File: src/rtl/bus_pkg.sv
// Shared constants and types for the processor data bus arbiter.
// Bus source-select codes, arbiter state encoding and datapath widths.
package bus_pkg;

  localparam int unsigned REG_WIDTH = 12;
  localparam int unsigned INS_WIDTH = 16;
  localparam int unsigned CNT_WIDTH = 3;

  localparam int unsigned DMEM_SEL = 0;
  localparam int unsigned R_SEL    = 1;
  localparam int unsigned IR_SEL   = 2;
  localparam int unsigned RL_SEL   = 3;
  localparam int unsigned RC_SEL   = 4;
  localparam int unsigned RP_SEL   = 5;
  localparam int unsigned RQ_SEL   = 6;
  localparam int unsigned R1_SEL   = 7;
  localparam int unsigned AC_SEL   = 8;
  localparam int unsigned IDLE_SEL = 9;

  typedef enum logic [1:0] {
    ST_IDLE,
    ST_XFER,
    ST_MEMWAIT
  } state_t;

endpackage

File: src/rtl/rr_picker.sv
// Combinational round-robin winner selection with optional fixed priority for requester 0.
// Requests are rotated so rr_ptr sits at bit 0, the lowest set bit wins, then rotated back.
module rr_picker
  import bus_pkg::*;
#(
  parameter int unsigned NUM_REQ   = 4,
  parameter int unsigned PTR_WIDTH = 2
) (
  input  logic [NUM_REQ-1:0]   req,
  input  logic [PTR_WIDTH-1:0] rr_ptr,
  input  logic                 prio_en,
  output logic [NUM_REQ-1:0]   win,
  output logic                 valid
);

  logic [NUM_REQ-1:0] rot_req;
  logic [NUM_REQ-1:0] rot_win;
  logic               found;

  always_comb begin
    rot_req = NUM_REQ'({req, req} >> rr_ptr);
    rot_win = '0;
    found   = 1'b0;
    for (int i = 0; i < NUM_REQ; i++) begin
      if (rot_req[i] && !found) begin
        rot_win[i] = 1'b1;
        found      = 1'b1;
      end
    end
    win = NUM_REQ'(({rot_win, rot_win} << rr_ptr) >> NUM_REQ);
    if (prio_en && req[0]) begin
      win = NUM_REQ'(1);
    end
    valid = |req;
  end

endmodule

File: src/rtl/bus_arbiter.sv
// Round-robin arbiter and sequencer driving the data bus multiplexer select.
// Define BUS_ARB_PRIO0_EN to give requester 0 fixed priority over the others.
module bus_arbiter
  import bus_pkg::*;
#(
  parameter int unsigned NUM_REQ   = 4,
  parameter int unsigned MEM_LAT   = 2,
  parameter int unsigned SEL_WIDTH = 4
) (
  input  logic                           clk,
  input  logic                           rst,
  input  logic [NUM_REQ-1:0]             req,
  input  logic [NUM_REQ*SEL_WIDTH-1:0]   req_sel,
  output logic [NUM_REQ-1:0]             gnt,
  output logic [SEL_WIDTH-1:0]           selectIn,
  output logic [NUM_REQ-1:0]             done,
  output logic                           busy,
  output logic                           sel_err
);

  localparam int unsigned PTR_WIDTH = (NUM_REQ > 1) ? $clog2(NUM_REQ) : 1;

`ifdef BUS_ARB_PRIO0_EN
  localparam logic PRIO0 = 1'b1;
`else
  localparam logic PRIO0 = 1'b0;
`endif

  state_t                 state_q, state_d;
  logic [CNT_WIDTH-1:0]   cnt_q, cnt_d;
  logic [PTR_WIDTH-1:0]   rr_ptr, ptr_d;
  logic [SEL_WIDTH-1:0]   cur_sel, cur_sel_d;
  logic [NUM_REQ-1:0]     gnt_d, done_d;
  logic                   busy_d, err_d;

  logic                   final_c;
  logic                   arb_c;
  logic [NUM_REQ-1:0]     keep_c;
  logic [NUM_REQ-1:0]     req_eff_c;
  logic [NUM_REQ-1:0]     win_c;
  logic                   win_valid_c;
  logic [PTR_WIDTH-1:0]   win_idx_c;
  logic [SEL_WIDTH-1:0]   win_code_c;

  // done is registered to mark the final bus cycle, so it doubles as the end-of-transfer flag
  assign final_c   = |done;
  assign arb_c     = (state_q == ST_IDLE) || final_c;
  assign keep_c    = PRIO0 ? NUM_REQ'(1) : '0;
  assign req_eff_c = req & ~(final_c ? (gnt & ~keep_c) : '0);
  assign selectIn  = cur_sel;

  rr_picker #(
    .NUM_REQ   (NUM_REQ),
    .PTR_WIDTH (PTR_WIDTH)
  ) u_picker (
    .req     (req_eff_c),
    .rr_ptr  (rr_ptr),
    .prio_en (PRIO0),
    .win     (win_c),
    .valid   (win_valid_c)
  );

  // Encode the one-hot winner and fetch its source code
  always_comb begin
    win_idx_c  = '0;
    win_code_c = '0;
    for (int i = 0; i < NUM_REQ; i++) begin
      if (win_c[i]) begin
        win_idx_c  = PTR_WIDTH'(i);
        win_code_c = req_sel[i*SEL_WIDTH +: SEL_WIDTH];
      end
    end
  end

  always_comb begin
    state_d   = state_q;
    cnt_d     = cnt_q;
    ptr_d     = rr_ptr;
    cur_sel_d = cur_sel;
    gnt_d     = gnt;
    done_d    = '0;
    err_d     = sel_err;
    if (arb_c) begin
      if (win_valid_c) begin
        state_d = ST_XFER;
        gnt_d   = win_c;
        done_d  = win_c;
        cnt_d   = '0;
        if (!(PRIO0 && (win_idx_c == '0))) begin
          ptr_d = (win_idx_c == PTR_WIDTH'(NUM_REQ - 1)) ? '0 : PTR_WIDTH'(win_idx_c + 1'b1);
        end
        if (win_code_c == SEL_WIDTH'(DMEM_SEL)) begin
          cur_sel_d = SEL_WIDTH'(DMEM_SEL);
          if (MEM_LAT != 0) begin
            done_d = '0;
            cnt_d  = CNT_WIDTH'(MEM_LAT);
          end
        end else if (win_code_c > SEL_WIDTH'(IDLE_SEL)) begin
          cur_sel_d = SEL_WIDTH'(IDLE_SEL);
          err_d     = 1'b1;
        end else begin
          cur_sel_d = win_code_c;
        end
      end else begin
        state_d   = ST_IDLE;
        gnt_d     = '0;
        cur_sel_d = SEL_WIDTH'(IDLE_SEL);
      end
    end else begin
      // DMem hold: count down remaining wait cycles, flag the last one
      state_d = ST_MEMWAIT;
      cnt_d   = cnt_q - CNT_WIDTH'(1);
      if (cnt_q == CNT_WIDTH'(1)) begin
        done_d = gnt;
      end
    end
    busy_d = |gnt_d;
  end

  always_ff @(posedge clk or posedge rst) begin
    if (rst) begin
      state_q <= ST_IDLE;
      cnt_q   <= '0;
      rr_ptr  <= '0;
      cur_sel <= SEL_WIDTH'(IDLE_SEL);
      gnt     <= '0;
      done    <= '0;
      busy    <= 1'b0;
      sel_err <= 1'b0;
    end else begin
      state_q <= state_d;
      cnt_q   <= cnt_d;
      rr_ptr  <= ptr_d;
      cur_sel <= cur_sel_d;
      gnt     <= gnt_d;
      done    <= done_d;
      busy    <= busy_d;
      sel_err <= err_d;
    end
  end

endmodule
File: config.mk
export PLATFORM = sky130hd
export DESIGN_NAME = bus_arbiter
export DESIGN_NICKNAME = d
export VERILOG_FILES = /design/src/rtl/bus_pkg.sv /design/src/rtl/rr_picker.sv /design/src/rtl/bus_arbiter.sv
export SDC_FILE = /design/constraint.sdc
export NUM_CORES = 1
export LEC_CHECK = 0
export BUFFER_PORTS_ARGS = -buffer_cell sky130_fd_sc_hd__buf_2
export CAP_MARGIN = 10
export CORE_MARGIN = 5
export CORE_UTILIZATION = 35
export CTS_CLUSTER_SIZE = 14
export DETAILED_ROUTE_END_ITERATION = 8
export GPL_ROUTABILITY_DRIVEN = 0
export SETUP_SLACK_MARGIN = 0.5
export SLEW_MARGIN = 20
export SYNTH_ARGS = -nofsm -noshare
export SYNTH_HDL_FRONTEND = slang
export SYNTH_SLANG_ARGS = --single-unit
export TNS_END_PERCENT = 1
File: constraint.sdc
create_clock -name clk -period 2.9 [get_ports clk]
set_clock_uncertainty 0.2 [all_clocks]
set_input_delay 0.58 -clock clk [delete_from_list [all_inputs] [get_ports clk]]
set_output_delay 0.58 -clock clk [all_outputs]
set_load 0.01 [all_outputs]
---- After elaboration in Yosys (flattened, before gate mapping) ----
Index checks and enable logic that the tools add are counted.
word-level totals
  flip-flop bits (word level) ............. 21
  latch bits .............................. 0
  RAM bits ................................ 0
  ROM bits ................................ 0
  output and inout port bits .............. 14
  word-level logic and storage cells ...... 62
  memories kept ........................... 0
operators by class
  $add $sub $neg .......................... 2
  $mul .................................... 0
  div/mod/pow operators ................... 0
  order comparisons ....................... 1
  equality and inequality tests ........... 3
  shift operators ......................... 2
  multiplexer cells ....................... 29
  bitwise logic cells ..................... 3
  reductions and logical operators ........ 14
operators by type and width
  kind                                                   count
  2-to-1 mux 4 bit                                       14
  OR reduction 4 bit                                     3
  2-to-1 mux 2 bit                                       5
  2-to-1 mux 1 bit                                       8
  left shift 8 x 2 -> 8 bit                              1
  >> shifter 8 x 2 -> 4 bit                              1
  2-to-1 mux 3 bit                                       2
  AND 4 bit                                              1
  > comparator 4 bit, second input constant              1
  logical NOT 4 bit                                      1
  NOT 4 bit                                              1
  AND reduction 4 bit                                    1
  equality test 3 x 1 -> 1 bit, second input constant    1
  logical AND 1 bit                                      3
  logical NOT 1 bit                                      3
  subtractor 3 x 1 -> 3 bit, second input constant       1
  adder 2 x 1 -> 2 bit, second input constant            1
  equality test 2 bit, second input constant             1
  logical NOT 2 bit                                      1
  inequality test 2 x 1 -> 1 bit, second input constant  1
  AND reduction 2 bit                                    1
  logical OR 1 bit                                       1
  NOT 1 bit                                              1

---- Longest topological paths before layout ----
  depth in word-level cells ............... 24
  mapped depth ............................ 9

---- By module ----
A second synthesis with hierarchy kept.
unflattened totals
  cells, all modules ...................... 121
  area, all modules ....................... 1231.2 µm²
by module, submodules not included
  module       instances  cells each  area each (µm²)  seq. area each (µm²)
  bus_arbiter  1          98          1106.1           528.0
  rr_picker    1          23          125.1            0.0

---- Worst setup path after synthesis ----
No wires, ideal clock.
  kind .................................... reg-to-reg
  from .................................... register done[1]
  to ...................................... register done[3]
  setup time .............................. 0.135 ns
  arrival ................................. 2.370 ns
  required time ........................... 2.565 ns
  path slack .............................. 0.196 ns
  stages on the path, launching flop included .. 8
  buffers on the path ..................... 0
  path through ............................ dfrtp_1 o41ai_4 nand3_1 a31o_1 a221oi_2 o32ai_2 nor4_2 o21ai_1
between the ends
  word-level cells in the longest chain between the ends .. 24
RTL lines
  what                           line                RTL
  start, declared                bus_arbiter.sv:16   output logic [NUM_REQ-1:0] done,
  start signal, assigned         bus_arbiter.sv:136  done <= done_d;
  OR reduction 4 bit (*)         bus_arbiter.sv:46   assign final_c = |done;
  2-to-1 mux 4 bit               bus_arbiter.sv:49   assign req_eff_c = req & ~(final_c ? (gnt & ~keep_c) : '0);
  NOT 4 bit                      bus_arbiter.sv:49
  AND 4 bit                      bus_arbiter.sv:49
  >> shifter 8 x 2 -> 4 bit      rr_picker.sv:21     rot_req = NUM_REQ'({req, req} >> rr_ptr);
  2-to-1 mux 1 bit               rr_picker.sv:25     if (rot_req[i] && !found) begin
  logical NOT 1 bit              rr_picker.sv:25
  logical AND 1 bit              rr_picker.sv:25
  [... 6 more ...]               --
  2-to-1 mux 1 bit               rr_picker.sv:25
  left shift 8 x 2 -> 8 bit      rr_picker.sv:30     win = NUM_REQ'(({rot_win, rot_win} << rr_ptr) >> NUM_REQ);
  2-to-1 mux 4 bit (4 in a row)  bus_arbiter.sv:68   if (win_c[i]) begin
  logical NOT 4 bit              bus_arbiter.sv:92   if (win_code_c == SEL_WIDTH'(DMEM_SEL)) begin
  2-to-1 mux 4 bit               bus_arbiter.sv:92
  2-to-1 mux 4 bit               bus_arbiter.sv:84   if (win_valid_c) begin
  2-to-1 mux 4 bit (*)           bus_arbiter.sv:83   if (arb_c) begin
  net done_d[3]                  bus_arbiter.sv:33   logic [NUM_REQ-1:0] gnt_d, done_d;
Mark *: on every way through the listed nets, which the timed path passes. The rest lies on a longest branch.
A chain may end at the register's enable or synchronous reset.

---- Final worst setup path ----
  from .................................... register done[2]
  to ...................................... register done[1]
The elaborated chain is that of the path after synthesis.

==> impl_metrics.json <==
{
  "r2r_slack_ns": 0.09,
  "yosys_most_used_dff": "dfrtp_1",
  "placed_cells_incl_taps": 220,
  "synth_nets": 159,
  "ant_nets": 0,
  "grt_pass1_wl_mm": 6.39,
  "root_buffer": "clkbuf_8",
  "synth-edff-count": 0,
  "fin_util_pct": 49.0,
  "synthTopCellsByArea": "dfrtp_1 34%, o41ai_4 8.0%, nand2_1 6.0%, dfstp_2 3.8%, a221oi_2 3.3%",
  "grt_usage_pct": 15.0,
  "power_density_mw_per_mm2": 1250,
  "gr-total-overflow": 0,
  "clk_path_buf_depth": 2,
  "ys_async_sr_fraction_pct": 100,
  "cts_max_level": 1,
  "diodes": 0,
  "tns_ns": 0,
  "worst_pin_slew_ns": 0.772,
  "routedWlPerCell_um": 15.0,
  "avgViaCountPerCell": 5.41,
  "period_share_pct": 96.8,
  "vdd_drop_max_mv": 0.606,
  "required_ns": 2.84,
  "cts_tree": "built",
  "coreArea_mm2": 0.00374,
  "leakage_nw": 0.858,
  "critPathArrivalTime_ns": 2.74,
  "synth-seq-cells": 21,
  "routed_wl_mm": 3.61,
  "rsz0062_at_grt": "true",
  "yosysSeqAreaShare_pct": 38.3,
  "firstDrtPassIters": 4,
  "finish.net_count": 217,
  "rows": 22,
  "drc": 0,
  "fin_crit_ns": 2.81,
  "yosysTopAreaCellShare_pct": 34.5,
  "io_buffers": 35,
  "crit_path_start_kind": "register",
  "clkSinkCount": 21,
  "die_area_mm2": 0.00530,
  "postSynthAreaPerCell_um2": 10.2,
  "io_pins": 36,
  "final_cells": 240,
  "critPathKind": "reg2reg",
  "grt_max_degree": 22,
  "netlist.top_cell.by_area": "dfrtp_1",
  "syn_inst": 135,
  "min_path_type": "in2async",
  "cap_violations": 0,
  "path_clk_slew_ns": 0.08,
  "hold_viol_final": 0,
  "ys_types": 48,
  "report.final.slew_viol_count": 0,
  "start_util_pct": 36.9,
  "dp_hpwl_mm": 2.67,
  "grt_antenna_before_repair": 0,
  "p_total_mw": 2.30,
  "synth_area_mm2": 0.00138,
  "whs_ns": 0.249,
  "worst_setup_path_end_kind": "register",
  "grt_pass1_vias": 1350,
  "die_w_um": 72.8,
  "outcome": "finished clean",
  "yosys_warnings": 0,
  "setup_viol": 0,
  "area_growth_pct": 33.0,
  "drt_iter0_markers": 97,
  "maxSlewHeadroom_pct": 48.5,
  "drive_above_1_share_pct": 46.9,
  "detailroute.via_count": 1298,
  "n_fill_cell": 372,
  "fp.dieH_um": 72.8,
  "crit_fanout": 5,
  "fmax_mhz": 356,
  "clk_latency_ns": 0.26,
  "cts_inserted_buffers": 3
}
==> routing by layer <==
layer | routed length [um] | up-vias | GRT usage [%]
met5 | 0 | - | 0
met4 | 12 | 0 | 2.66
met3 | 182 | 3 | 3.72
met2 | 1710 | 42 | 24.8
met1 | 1710 | 620 | 20.0
li1 | - | 633 | -
==> through the flow <==
stage | cell area (um2) | setup WS [ns]
5_1_grt | 1840 | -0.00121
2_1_floorplan | 1380 | 0.204
3_5_place_dp | 1620 | -0.0629
4_1_cts | 1810 | 0.117
3_3_place_gp | 1620 | 0.0314
6_report | 1840 | 0.0926
==> cell type report <==
type	count	area [um2]	share of cell area (%)
clock buffer	3	41.3	2.25
timing repair buffer	57	340	18.5
tap	48	60.1	3.27
sequential	21	533	29.0
multi-input combinational	102	826	45.0
inverter	8	30.0	1.64
clock inverter	1	5.00	0.273
==> synthesized netlist by cell type, types with 2 or more instances <==
cell type,count
nand2_1,22
dfrtp_1,19
inv_1,8
o21ai_0,8
nor2_1,7
nand3_1,4
o41ai_4,4
a221oi_2,3
a22o_1,3
nor2b_1,3
nor3_1,3
o21ai_1,3
o31ai_1,3
a21boi_0,2
a21o_1,2
a22oi_1,2
a31oi_1,2
a32oi_1,2
and2_1,2
clkbuf_1,2
dfstp_2,2
ha_1,2
o32ai_2,2
==> final timing paths <==
check	startpoint	endpoint	cells after the start
setup / recovery	done[2]	done[1]	8
max in group asynchronous	rst	done[2]	2
hold / removal	rst	cnt_q[2]	2
min in group clk	sel_err	sel_err	1
setup reg to reg	done[2]	done[1]	8
hold reg to reg	sel_err	sel_err	1
==> layout by cell type, fill, tap and decap left out, types with 4 or more instances in the layout <==
master   count
dfrtp_1     15
dfrtp_2      4
inv_1        7
nand2_1     21
buf_2       35
nor2_1       7
o41ai_4      4
o21ai_0      8
buf_4       22
==> state kept, by name (all words and copies together) (netlist names) <==
signal / count
done: 4
gnt: 4
selectIn: 4
cnt_q: 3
rr_ptr: 2
state_q: 2
busy: 1
sel_err: 1
==> where the power goes <==
part	switching, mW	total [mW]	leakage [nW]	internal [mW]
logic	0.796	1.48	0.580	0.687
clock network	0.0923	0.188	0.0255	0.0956
registers	0.179	0.626	0.252	0.448
total	1.07	2.30	0.858	1.23
==> kinds of logic after synthesis <==
kind of cell,synth area share [%]
buffers and inverters,5.44
flip-flops,38.3
adder cells (fa/ha/maj),1.81
AO/OA/AOI/OAI,36.6
AND/OR/NAND/NOR,17.9
==> repair_timing <==
action | 4_1_cts | 5_1_grt
cloned | 0 | 0
setup endpoints to repair | 15 | 16
pin swaps | 8 | 7
gates resized for setup | 7 | 8
setup buffers | 16 | 0
hold buffers | 0 | 0
==> worst max-delay path: stages (launching register included) <==
cell and delay (ns):
dfrtp_2 0.48, o41ai_4 0.39, buf_4 0.19, a22oi_1 0.07, o2111a_2 0.32, a22o_1 0.19, a221o_1 0.32, nor4_4 0.39
o31ai_1 0.14
Note: power is estimated with default switching activity, not from simulation.
